===== config.mk =====
export PLATFORM = sky130hd
export DESIGN_NAME = cram_async_ctrl
export DESIGN_NICKNAME = d
export VERILOG_FILES = /design/src/rtl/cram_async_ctrl.sv
export SDC_FILE = /design/constraint.sdc
export NUM_CORES = 1
export LEC_CHECK = 0
export CAP_MARGIN = 20
export CORE_MARGIN = 3
export CORE_UTILIZATION = 47
export DETAILED_ROUTE_END_ITERATION = 10
export PLACE_DENSITY = 0.82
export SLEW_MARGIN = 20
export SYNTH_ARGS = -nofsm -noshare
export SYNTH_HDL_FRONTEND = slang
export SYNTH_SLANG_ARGS = --single-unit

===== constraint.sdc =====
create_clock -name clk -period 1.95 [get_ports clk]
set_clock_uncertainty 0.05 [all_clocks]
set_input_delay 0.39 -clock clk [delete_from_list [all_inputs] [get_ports clk]]
set_output_delay 0.39 -clock clk [all_outputs]
set_load 0.01 [all_outputs]

===== src/rtl/cram_async_ctrl.sv =====
// Asynchronous-mode controller for the ADMUX x16 cellular RAM: valid/ready word requests in, timed pin sequence out.
// Optional configuration-register access is enabled by defining CRAM_CFG_EN (adds req_cfg input).
module cram_async_ctrl #(
   parameter int NUM_DIES = 2,
   parameter int T_ADV    = 2,
   parameter int T_RD     = 6,
   parameter int T_WR     = 6,
   parameter int T_REC    = 2,
   localparam int ADDR_W  = 22 + ((NUM_DIES == 2) ? 1 : 0)
) (
   input  logic              clk,
   input  logic              reset_n,
   input  logic              req_valid,
   output logic              req_ready,
   input  logic              req_write,
   input  logic [ADDR_W-1:0] req_addr,
   input  logic [15:0]       req_wdata,
   input  logic [1:0]        req_be,
`ifdef CRAM_CFG_EN
   input  logic              req_cfg,
`endif
   output logic              rsp_valid,
   output logic [15:0]       rsp_rdata,
   output logic [5:0]        cram_a,
   output logic [15:0]       cram_dq_out,
   input  logic [15:0]       cram_dq_in,
   output logic              cram_dq_oe,
   output logic              cram_clk,
   output logic              cram_adv_n,
   output logic              cram_cre,
   output logic              cram_ce0_n,
   output logic              cram_ce1_n,
   output logic              cram_oe_n,
   output logic              cram_we_n,
   output logic              cram_ub_n,
   output logic              cram_lb_n
);

   localparam int MAXT_A = (T_ADV > T_RD) ? T_ADV : T_RD;
   localparam int MAXT_B = (T_WR > T_REC) ? T_WR : T_REC;
   localparam int MAXT   = (MAXT_A > MAXT_B) ? MAXT_A : MAXT_B;
   localparam int CNT_W  = (MAXT > 1) ? $clog2(MAXT) : 1;

   localparam logic [CNT_W-1:0] LD_ADV = CNT_W'(T_ADV - 1);
   localparam logic [CNT_W-1:0] LD_RD  = CNT_W'(T_RD - 1);
   localparam logic [CNT_W-1:0] LD_WR  = CNT_W'(T_WR - 1);
   localparam logic [CNT_W-1:0] LD_REC = CNT_W'((T_REC > 0) ? (T_REC - 1) : 0);

   typedef enum logic [1:0] {S_IDLE, S_ADDR, S_DATA, S_REC} state_t;

   state_t             state, state_n;
   logic [CNT_W-1:0]   cnt, cnt_n;

   logic               lat_write;
   logic [ADDR_W-1:0]  lat_addr;
   logic [15:0]        lat_wdata;
   logic [1:0]         lat_be;
   logic               lat_cfg;

   logic               accept;
   logic               cur_write;
   logic [ADDR_W-1:0]  cur_addr;
   logic [15:0]        cur_wdata;
   logic [1:0]         cur_be;
   logic               cur_cfg;
   logic               in_cfg;
   logic               rsp_hit;
   logic               active;
   logic               sel1;

   // next-cycle values of every registered output
   logic               ready_d, rsp_valid_d, dq_oe_d, adv_d, cre_d;
   logic               ce0_d, ce1_d, oe_d, we_d, ub_d, lb_d;
   logic [15:0]        rdata_d, dq_out_d;
   logic [5:0]         a_d;

`ifdef CRAM_CFG_EN
   assign in_cfg = req_cfg;
`else
   assign in_cfg = 1'b0;
`endif

   assign cram_clk = 1'b0;

   always_ff @(posedge clk or negedge reset_n) begin
      if (!reset_n) begin
         state <= S_IDLE;
         cnt   <= '0;
      end else begin
         state <= state_n;
         cnt   <= cnt_n;
      end
   end

   always_comb begin
      accept    = req_valid && req_ready;
      // on the accept edge the latch is not loaded yet, so drive from the request directly
      cur_write = accept ? req_write : lat_write;
      cur_addr  = accept ? req_addr  : lat_addr;
      cur_wdata = accept ? req_wdata : lat_wdata;
      cur_be    = accept ? req_be    : lat_be;
      cur_cfg   = accept ? in_cfg    : lat_cfg;

      state_n = state;
      cnt_n   = cnt;
      rsp_hit = 1'b0;
      case (state)
         S_IDLE: begin
            if (accept) begin
               state_n = S_ADDR;
               cnt_n   = LD_ADV;
            end
         end
         S_ADDR: begin
            if (cnt == '0) begin
               state_n = S_DATA;
               cnt_n   = lat_write ? LD_WR : LD_RD;
            end else begin
               cnt_n = cnt - CNT_W'(1);
            end
         end
         S_DATA: begin
            if (cnt == '0) begin
               rsp_hit = !lat_write;
               if (T_REC == 0) begin
                  state_n = S_IDLE;
               end else begin
                  state_n = S_REC;
                  cnt_n   = LD_REC;
               end
            end else begin
               cnt_n = cnt - CNT_W'(1);
            end
         end
         S_REC: begin
            if (cnt == '0) state_n = S_IDLE;
            else           cnt_n   = cnt - CNT_W'(1);
         end
         default: state_n = S_IDLE;
      endcase

      active = (state_n == S_ADDR) || (state_n == S_DATA);
      sel1   = (NUM_DIES == 2) && cur_addr[ADDR_W-1];

      ready_d     = (state_n == S_IDLE);
      rsp_valid_d = rsp_hit;
      rdata_d     = rsp_hit ? cram_dq_in : rsp_rdata;
      ce0_d       = !(active && !sel1);
      ce1_d       = !(active && sel1);
      adv_d       = !(state_n == S_ADDR);
      cre_d       = active && cur_cfg;
      a_d         = (state_n == S_ADDR) ? cur_addr[21:16] : cram_a;
      oe_d        = 1'b1;
      we_d        = 1'b1;
      ub_d        = 1'b1;
      lb_d        = 1'b1;
      dq_out_d    = 16'h0000;

      if (state_n == S_ADDR) begin
         dq_out_d = cur_addr[15:0];
      end else if (state_n == S_DATA) begin
         if (cur_write) begin
            we_d     = 1'b0;
            dq_out_d = cur_wdata;
            // register writes must see both lanes enabled
            ub_d     = cur_cfg ? 1'b0 : !cur_be[1];
            lb_d     = cur_cfg ? 1'b0 : !cur_be[0];
         end else begin
            oe_d = 1'b0;
            ub_d = 1'b0;
            lb_d = 1'b0;
         end
      end
      dq_oe_d = oe_d;
   end

   always_ff @(posedge clk or negedge reset_n) begin
      if (!reset_n) begin
         req_ready   <= 1'b0;
         rsp_valid   <= 1'b0;
         rsp_rdata   <= 16'h0000;
         cram_a      <= 6'd0;
         cram_dq_out <= 16'h0000;
         cram_dq_oe  <= 1'b1;
         cram_adv_n  <= 1'b1;
         cram_cre    <= 1'b0;
         cram_ce0_n  <= 1'b1;
         cram_ce1_n  <= 1'b1;
         cram_oe_n   <= 1'b1;
         cram_we_n   <= 1'b1;
         cram_ub_n   <= 1'b1;
         cram_lb_n   <= 1'b1;
      end else begin
         req_ready   <= ready_d;
         rsp_valid   <= rsp_valid_d;
         rsp_rdata   <= rdata_d;
         cram_a      <= a_d;
         cram_dq_out <= dq_out_d;
         cram_dq_oe  <= dq_oe_d;
         cram_adv_n  <= adv_d;
         cram_cre    <= cre_d;
         cram_ce0_n  <= ce0_d;
         cram_ce1_n  <= ce1_d;
         cram_oe_n   <= oe_d;
         cram_we_n   <= we_d;
         cram_ub_n   <= ub_d;
         cram_lb_n   <= lb_d;
      end
   end

   always_ff @(posedge clk or negedge reset_n) begin
      if (!reset_n) begin
         lat_write <= 1'b0;
         lat_addr  <= '0;
         lat_wdata <= 16'h0000;
         lat_be    <= 2'b00;
         lat_cfg   <= 1'b0;
      end else if (accept) begin
         lat_write <= req_write;
         lat_addr  <= req_addr;
         lat_wdata <= req_wdata;
         lat_be    <= req_be;
         lat_cfg   <= in_cfg;
      end
   end

endmodule


==> results of run 1 <==
synthesized netlist by cell type, drive strengths merged, types with 2 or more instances:
cell / number / share of area [%]
nor3: 2 / 0.56
dfstp: 7 / 4.9
mux2: 63 / 20
nor2: 7 / 0.70
inv: 5 / 0.50
a21oi: 5 / 0.96
a32o: 16 / 4.2
buf: 15 / 3.3
ha: 2 / 0.66
o21ai: 8 / 1.1
nand2b: 2 / 0.73
dfrtp: 89 / 59
nand2: 7 / 0.83
metrics by stage:
step / util [%] / cells / instance area, sq um / hold slack, ns
6_report: 68.1 / 468 / 5290 / 0.0130
5_1_grt: 68.1 / 468 / 5290 / 0.0388
4_1_cts: 68.1 / 468 / 5290 / 0.0343
3_5_place_dp: 64.9 / 452 / 5040 / 0.433
3_3_place_gp: 64.9 / 452 / 5040 / 0.426
2_1_floorplan: - / 241 / 3780 / 0.0444
layer usage:
layer	global-route usage (%)	routed length, um	up-vias	part of all wire (%)
li1	-	-	1094	-
met1	21.9	3190	1206	41
met2	29.4	3920	77	50
met3	5.21	568	12	7.3
met4	8.06	146	0	1.9
met5	0	0	-	0
flip-flops by register name (all words and copies together), names as in the netlist, 2 cells and up:
signal / cells
lat_addr: 23
cram_dq_out: 16
state: 2
cram_a: 6
rsp_rdata: 16
cnt: 3
lat_wdata: 16
lat_be: 2
worst paths after layout:
check | startpoint | endpoint | slack (ns) | depth (start not counted)
setup / recovery | cram_we_n$_DFF_PN1_ | cram_we_n | 0.1 | 1
hold / removal | reset_n | lat_addr[2]$_DFF_PN0_ | 0.01 | 2
setup reg to reg | cnt[0]$_DFFE_PN0P_ | cram_dq_out[13]$_DFF_PN0_ | 0.13 | 7
hold reg to reg | lat_addr[17]$_DFF_PN0_ | lat_addr[17]$_DFF_PN0_ | 0.45 | 1
max in group asynchronous | reset_n | cram_we_n$_DFF_PN1_ | 1.43 | 2
min in group clk | lat_addr[17]$_DFF_PN0_ | lat_addr[17]$_DFF_PN0_ | 0.45 | 1
cell usage in the layout (no fill, tap or decap), types with 4 or more instances in the layout:
cell type                         instances
sky130_fd_sc_hd__clkbuf_8                 9
sky130_fd_sc_hd__inv_1                    4
sky130_fd_sc_hd__dfrtp_1                 89
sky130_fd_sc_hd__dfstp_2                  7
sky130_fd_sc_hd__nand2_1                  5
sky130_fd_sc_hd__o21ai_0                  8
sky130_fd_sc_hd__a21oi_1                  4
sky130_fd_sc_hd__a32o_1                  16
sky130_fd_sc_hd__mux2_4                   9
sky130_fd_sc_hd__mux2_2                  54
sky130_fd_sc_hd__buf_4                   11
sky130_fd_sc_hd__nor2_1                   7
sky130_fd_sc_hd__buf_12                   5
sky130_fd_sc_hd__clkdlybuf4s50_1        108
cell families after synthesis:
| logic type | count (synthesis) |
|---|---|
| flops | 96 |
| mux | 64 |
| other cells | 1 |
| buf+inv | 20 |
| fa+ha+maj | 2 |
| simple gates | 21 |
| compound gates | 36 |
| xor+xnor | 1 |
final cells by class:
type | count | area [sq um] | share of cell area [%]
clock buffer | 10 | 128 | 2.41
timing repair buffer | 124 | 1260 | 23.9
sequential | 96 | 2410 | 45.6
inverter | 5 | 18.8 | 0.355
tap | 102 | 128 | 2.41
clock inverter | 6 | 118 | 2.22
multi-input combinational | 125 | 1220 | 23.1
power groups by stage:
stage / Combinational, mW / Clock (mW) / Sequential, mW
after global placement: 3.45 / 0 / 3.31
final: 3.53 / 1.55 / 3.32
after CTS: 3.58 / 1.59 / 3.34
after global routing: 3.83 / 1.67 / 3.42
after floorplan: 2.02 / 0 / 3.43
after detailed placement: 3.56 / 0 / 3.37
==> impl_metrics.tcl, run 1 <==
set metrics [dict create \
    run_status "completed" \
    seq_power_share_pct 39.5 \
    vias 2389 \
    holdBufCountCts 0 \
    cts_post_setup_buffers_inserted 0 \
    grt_pass1_vias 2614 \
    main_combinational_cell_family_by_area_after_synthesis "multiplexers" \
    critical_path.top_delay_family "buffers and inverters" \
    die_area_sq_mm 0.00915 \
    period_share_pct 94.9 \
    place_ws_ns -0.115 \
    rsz0062_at_grt "false" \
    cts.root.buffer_cell "sky130_fd_sc_hd__clkbuf_8" \
    tritoncts_num_sinks 96 \
    rows 32 \
    count_of_endpoints_failing_setup_in_the_final_report 0 \
    cts_tree "done" \
    synthXorXnorAreaFrac_pct 0.232 \
    holdCritPathClass "input pin to async pin" \
    worstPathRequired_ns 1.51 \
    vias_per_cell 5.10 \
    routed_wire_length_per_instance_um 16.7 \
    grt_antenna_before_repair 0 \
    clock.fmax_mhz 540 \
    grt_max_degree 97 \
    antenna_violating_nets_post_route 0 \
    core_area_sq_mm 0.00777 \
    leakage_nw 2.25 \
    synth_area_sq_mm 0.00378 \
    clkLatencyLatePin_ns 0.35 \
    internal_power_component_mw 5.84 \
    synth_warnings 0 \
    p_total_mw 8.41 \
    timing.critical_path.cells "clkdlybuf4s50_1" \
    critical-path-max-stage-delay_ns 0.54 \
    sw_frac_of_total_pct 30.5 \
    cts_inserted_buffers 9 \
    design.final.nets 424 \
    post_synth_mux_area_share_pct 19.9 \
    p_comb_share_pct 42.0 \
    slowest_stage "sky130_fd_sc_hd__clkdlybuf4s50_1" \
    synth_compound_gate_area_share_pct 8.05 \
    drt-total-wl_mm 7.82 \
    drive_above_1_share_pct 30.1 \
    globalplace.congestion 0.780 \
    criticalPathCategory "flip-flop to output pin" \
    clockBufferDepth 2 \
    syn_inst 241 \
    syn_nets 304 \
    synth_cell_type_count 34 \
    flow.area_growth_from_synthesis_pct 40.0 \
    num-fill-cells 562 \
    post-route-worst-setup-slack_ns 0.0989 \
    io_pins 111 \
    grt_use_total_pct 17.9 \
    total_switching_power_mw 2.56 \
    wire_length_of_the_first_global_routing_pass_mm 12.4 \
    cp-start-kind "flip-flop" \
    signal_arrival_time_at_the_worst_endpoint_ns 1.41 \
    simple_gate_share_of_the_synthesized_area_pct 3.41 \
    number_of_drc_violations_after_detailed_routing 0 \
    min_period_ns 1.85 \
    post-dp-hpwl_mm 5.44 \
    synth_adder_area_share_pct 0.662 \
    yosys_most_used_dff "sky130_fd_sc_hd__dfrtp_1" \
    drt-initial-drc-count 65 \
    async_reset_ff_share_pct 100 \
    hold_viol 0 \
    slew_viol_final 0 \
    sort_of_element_at_the_end_of_the_critical_path "output pin" \
    ys_seq_elements 96 \
    clock_power_share_pct 18.5 \
    maxCapViolations 0 \
    cts_clock_pin_slew_for_the_worst_setup_and_hold_paths_ns 0.10 \
    max_h_tree_level 3 \
    cts_resized 0 \
    cellPowerDensity_mw_per_mm2 1590 \
    vdd.ir_drop.worst_v 0.000921 \
    grt_overflow 0 \
    antenna-diode-count 0 \
    worstPathBufferInverterCount 1 \
    post_synthesis_mean_instance_area_sq_um 15.7 \
    detailedRoute.firstPassIterationCount 4 \
    initial_core_util_pct 48.6 \
    die-width_um 95.7 \
    fp.dieH_um 95.7 \
    synth-edff-count 0 \
    ys_seq_area_share_pct 63.8 \
    worstPathMaxFanout 1 \
    setup_tns_ns 0 \
    count_of_input_and_output_buffers 109 \
]
Power figures use the tool's default switching activity.
==> run 2, diff against run 1 <==
- REMOVE_ABC_BUFFERS: unset -> 1
==> run 2 against run 1 <==
Effect of this change:
- routed wire length rose by 0.63%
- worst hold slack improved by 0.43 ns
- global-route usage rose by 0.073 points
- first-iteration DRC count rose by 15%
- critical path type unchanged
- largest cell class unchanged
==> impl_metrics.tcl, run 2 (synthesized netlist as in run 1, its figures left out) <==
set metrics [dict create \
    hold_viol 0 \
    cts_tree "done" \
    leakage_nw 2.25 \
    cellPowerDensity_mw_per_mm2 1530 \
    clock.fmax_mhz 539 \
    drive_above_1_share_pct 30.5 \
    layout.cells.most_common "sky130_fd_sc_hd__clkdlybuf4s50_1" \
    signal_arrival_time_at_the_worst_endpoint_ns 1.41 \
    grt_use_met2_pct 31.0 \
    sort_of_element_at_the_end_of_the_critical_path "output pin" \
    post-dp-hpwl_mm 5.73 \
    min_period_ns 1.85 \
    grt_most_used_layer "met2" \
    vdd.ir_drop.worst_v 0.000736 \
    globalplace.congestion 0.743 \
    rows 32 \
    largest_register_ff_count 23 \
    critical_path.top_delay_family "flip-flops" \
    io_pins 111 \
    grt_antenna_before_repair 0 \
    grt_util_met3_pct 4.10 \
    run_status "completed" \
    grt_max_degree 35 \
    criticalPathCategory "flip-flop to output pin" \
    flow.area_growth_from_synthesis_pct 40.1 \
    core_area_sq_mm 0.00777 \
    grt_use_total_pct 18.0 \
    place_ws_ns -0.110 \
    max_flop_register "lat_addr" \
    worstPathMaxFanout 1 \
    wire_length_of_the_first_global_routing_pass_mm 12.5 \
    timing.critical_path.cells "clkdlybuf4s50_1" \
    regToRegSetupSlack_ns 0.21 \
    grt_overflow 0 \
    drt-initial-drc-count 75 \
    period_share_pct 95.1 \
    routed_wire_length_per_instance_um 16.7 \
    clockBufferDepth 2 \
    cts_clock_pin_slew_for_the_worst_setup_and_hold_paths_ns 0.10 \
    cts_inserted_buffers 9 \
    number_of_drc_violations_after_detailed_routing 0 \
    mostFrequentLayoutCells "108 x sky130_fd_sc_hd__clkdlybuf4s50_1, 89 x sky130_fd_sc_hd__dfrtp_1, 54 x sky130_fd_sc_hd__mux2_2, 16 x sky130_fd_sc_hd__a32o_1, 11 x sky130_fd_sc_hd__buf_4" \
    numPlacedInstances 455 \
    max_h_tree_level 3 \
    worstPathRequired_ns 1.51 \
    cp-start-kind "flip-flop" \
    grt_pass1_vias 2593 \
    crit-reg2reg-launch "cnt[1]$_DFFE_PN0P_" \
    vias 2393 \
    critical-path-max-stage-delay_ns 0.54 \
    groute.layer.met1.usage_pct 22.4 \
    holdCritPathClass "flip-flop to flip-flop" \
    min-delay-start "cnt[0]$_DFFE_PN0P_" \
    die-width_um 95.7 \
    rsz0062_at_grt "false" \
    count_of_endpoints_failing_setup_in_the_final_report 0 \
    vias_per_cell 5.07 \
    design.final.nets 428 \
    clkLatencyLatePin_ns 0.35 \
    post-route-worst-setup-slack_ns 0.0960 \
    cts_post_setup_buffers_inserted 0 \
    drt-total-wl_mm 7.87 \
    slowest_stage "sky130_fd_sc_hd__dfstp_2" \
    antenna_violating_nets_post_route 0 \
    final_core_utilization_pct 68.1 \
    worstPathBufferInverterCount 1 \
    tritoncts_num_sinks 96 \
    fp.dieH_um 95.7 \
    maxCapViolations 0 \
    antenna-diode-count 0 \
    cts.root.buffer_cell "sky130_fd_sc_hd__clkbuf_8" \
    die_area_sq_mm 0.00915 \
    detailedRoute.firstPassIterationCount 4 \
    slew_viol_final 0 \
    critical_path.startpoint "cram_we_n$_DFF_PN1_" \
    layout.cells.non_filler 472 \
    count_of_input_and_output_buffers 109 \
    initial_core_util_pct 48.6 \
]
## run 2: cell count changes in the layout (fill, tap and decap cells not counted), sizes merged
cell | before | now
buf | 16 | 19
bufinv | 3 | 0
clkinv | 1 | 0
clkinvlp | 1 | 3
dlygate4sd3 | 0 | 1
inv | 6 | 8
## run 2: path summary, 6_finish.rpt
check,end,cells past startpoint
setup / recovery,cram_we_n,1
hold reg to reg,cnt[0]$_DFFE_PN0P_,1
min in group asynchronous,cnt[2]$_DFFE_PN0P_,2
max in group asynchronous,cram_ub_n$_DFF_PN1_,3
hold / removal,cnt[0]$_DFFE_PN0P_,1
setup reg to reg,cram_dq_out[5]$_DFF_PN0_,7
## run 2: area by class of cell
type,instances,area [sq um]
Tap cell,102,128
Inverter,5,18.8
Clock inverter,6,48.8
Fill cell,576,2480
Timing Repair Buffer,128,1330
Sequential cell,96,2410
Multi-Input combinational cell,125,1220
Clock buffer,10,128
## run 2: repair_timing
action                    in CTS  in global routing
hold buffers                   1                  0
hold endpoints to repair      23                  0
gates resized for setup        0                  0
## run 2: layer usage
metal	vias up	share of wire, %	routed length (um)
li1	1109	-	-
met1	1209	42	3270
met2	68	51	4030
met3	7	6.2	484
met4	0	0.97	76
met5	-	0	0
## run 2: where the power goes
part	switching [mW]	internal, mW	leakage, nW	total [mW]
combinational	1.50	2.13	1.01	3.63
clock	0.690	0.478	0.0799	1.17
sequential	0.385	2.93	1.16	3.31
## run 2: metrics by stage
stage | TNS [ns] | area, sq um | power, mW | hold WS (ns)
2_1_floorplan | -3.99 | 3650 | 5.24 | 0.0444
3_3_place_gp | -0.910 | 5100 | 6.85 | 0.283
3_5_place_dp | -1.41 | 5100 | 7.04 | 0.286
4_1_cts | 0 | 5290 | 8.22 | 0.447
5_1_grt | 0 | 5290 | 8.66 | 0.457
6_report | 0 | 5290 | 8.11 | 0.445
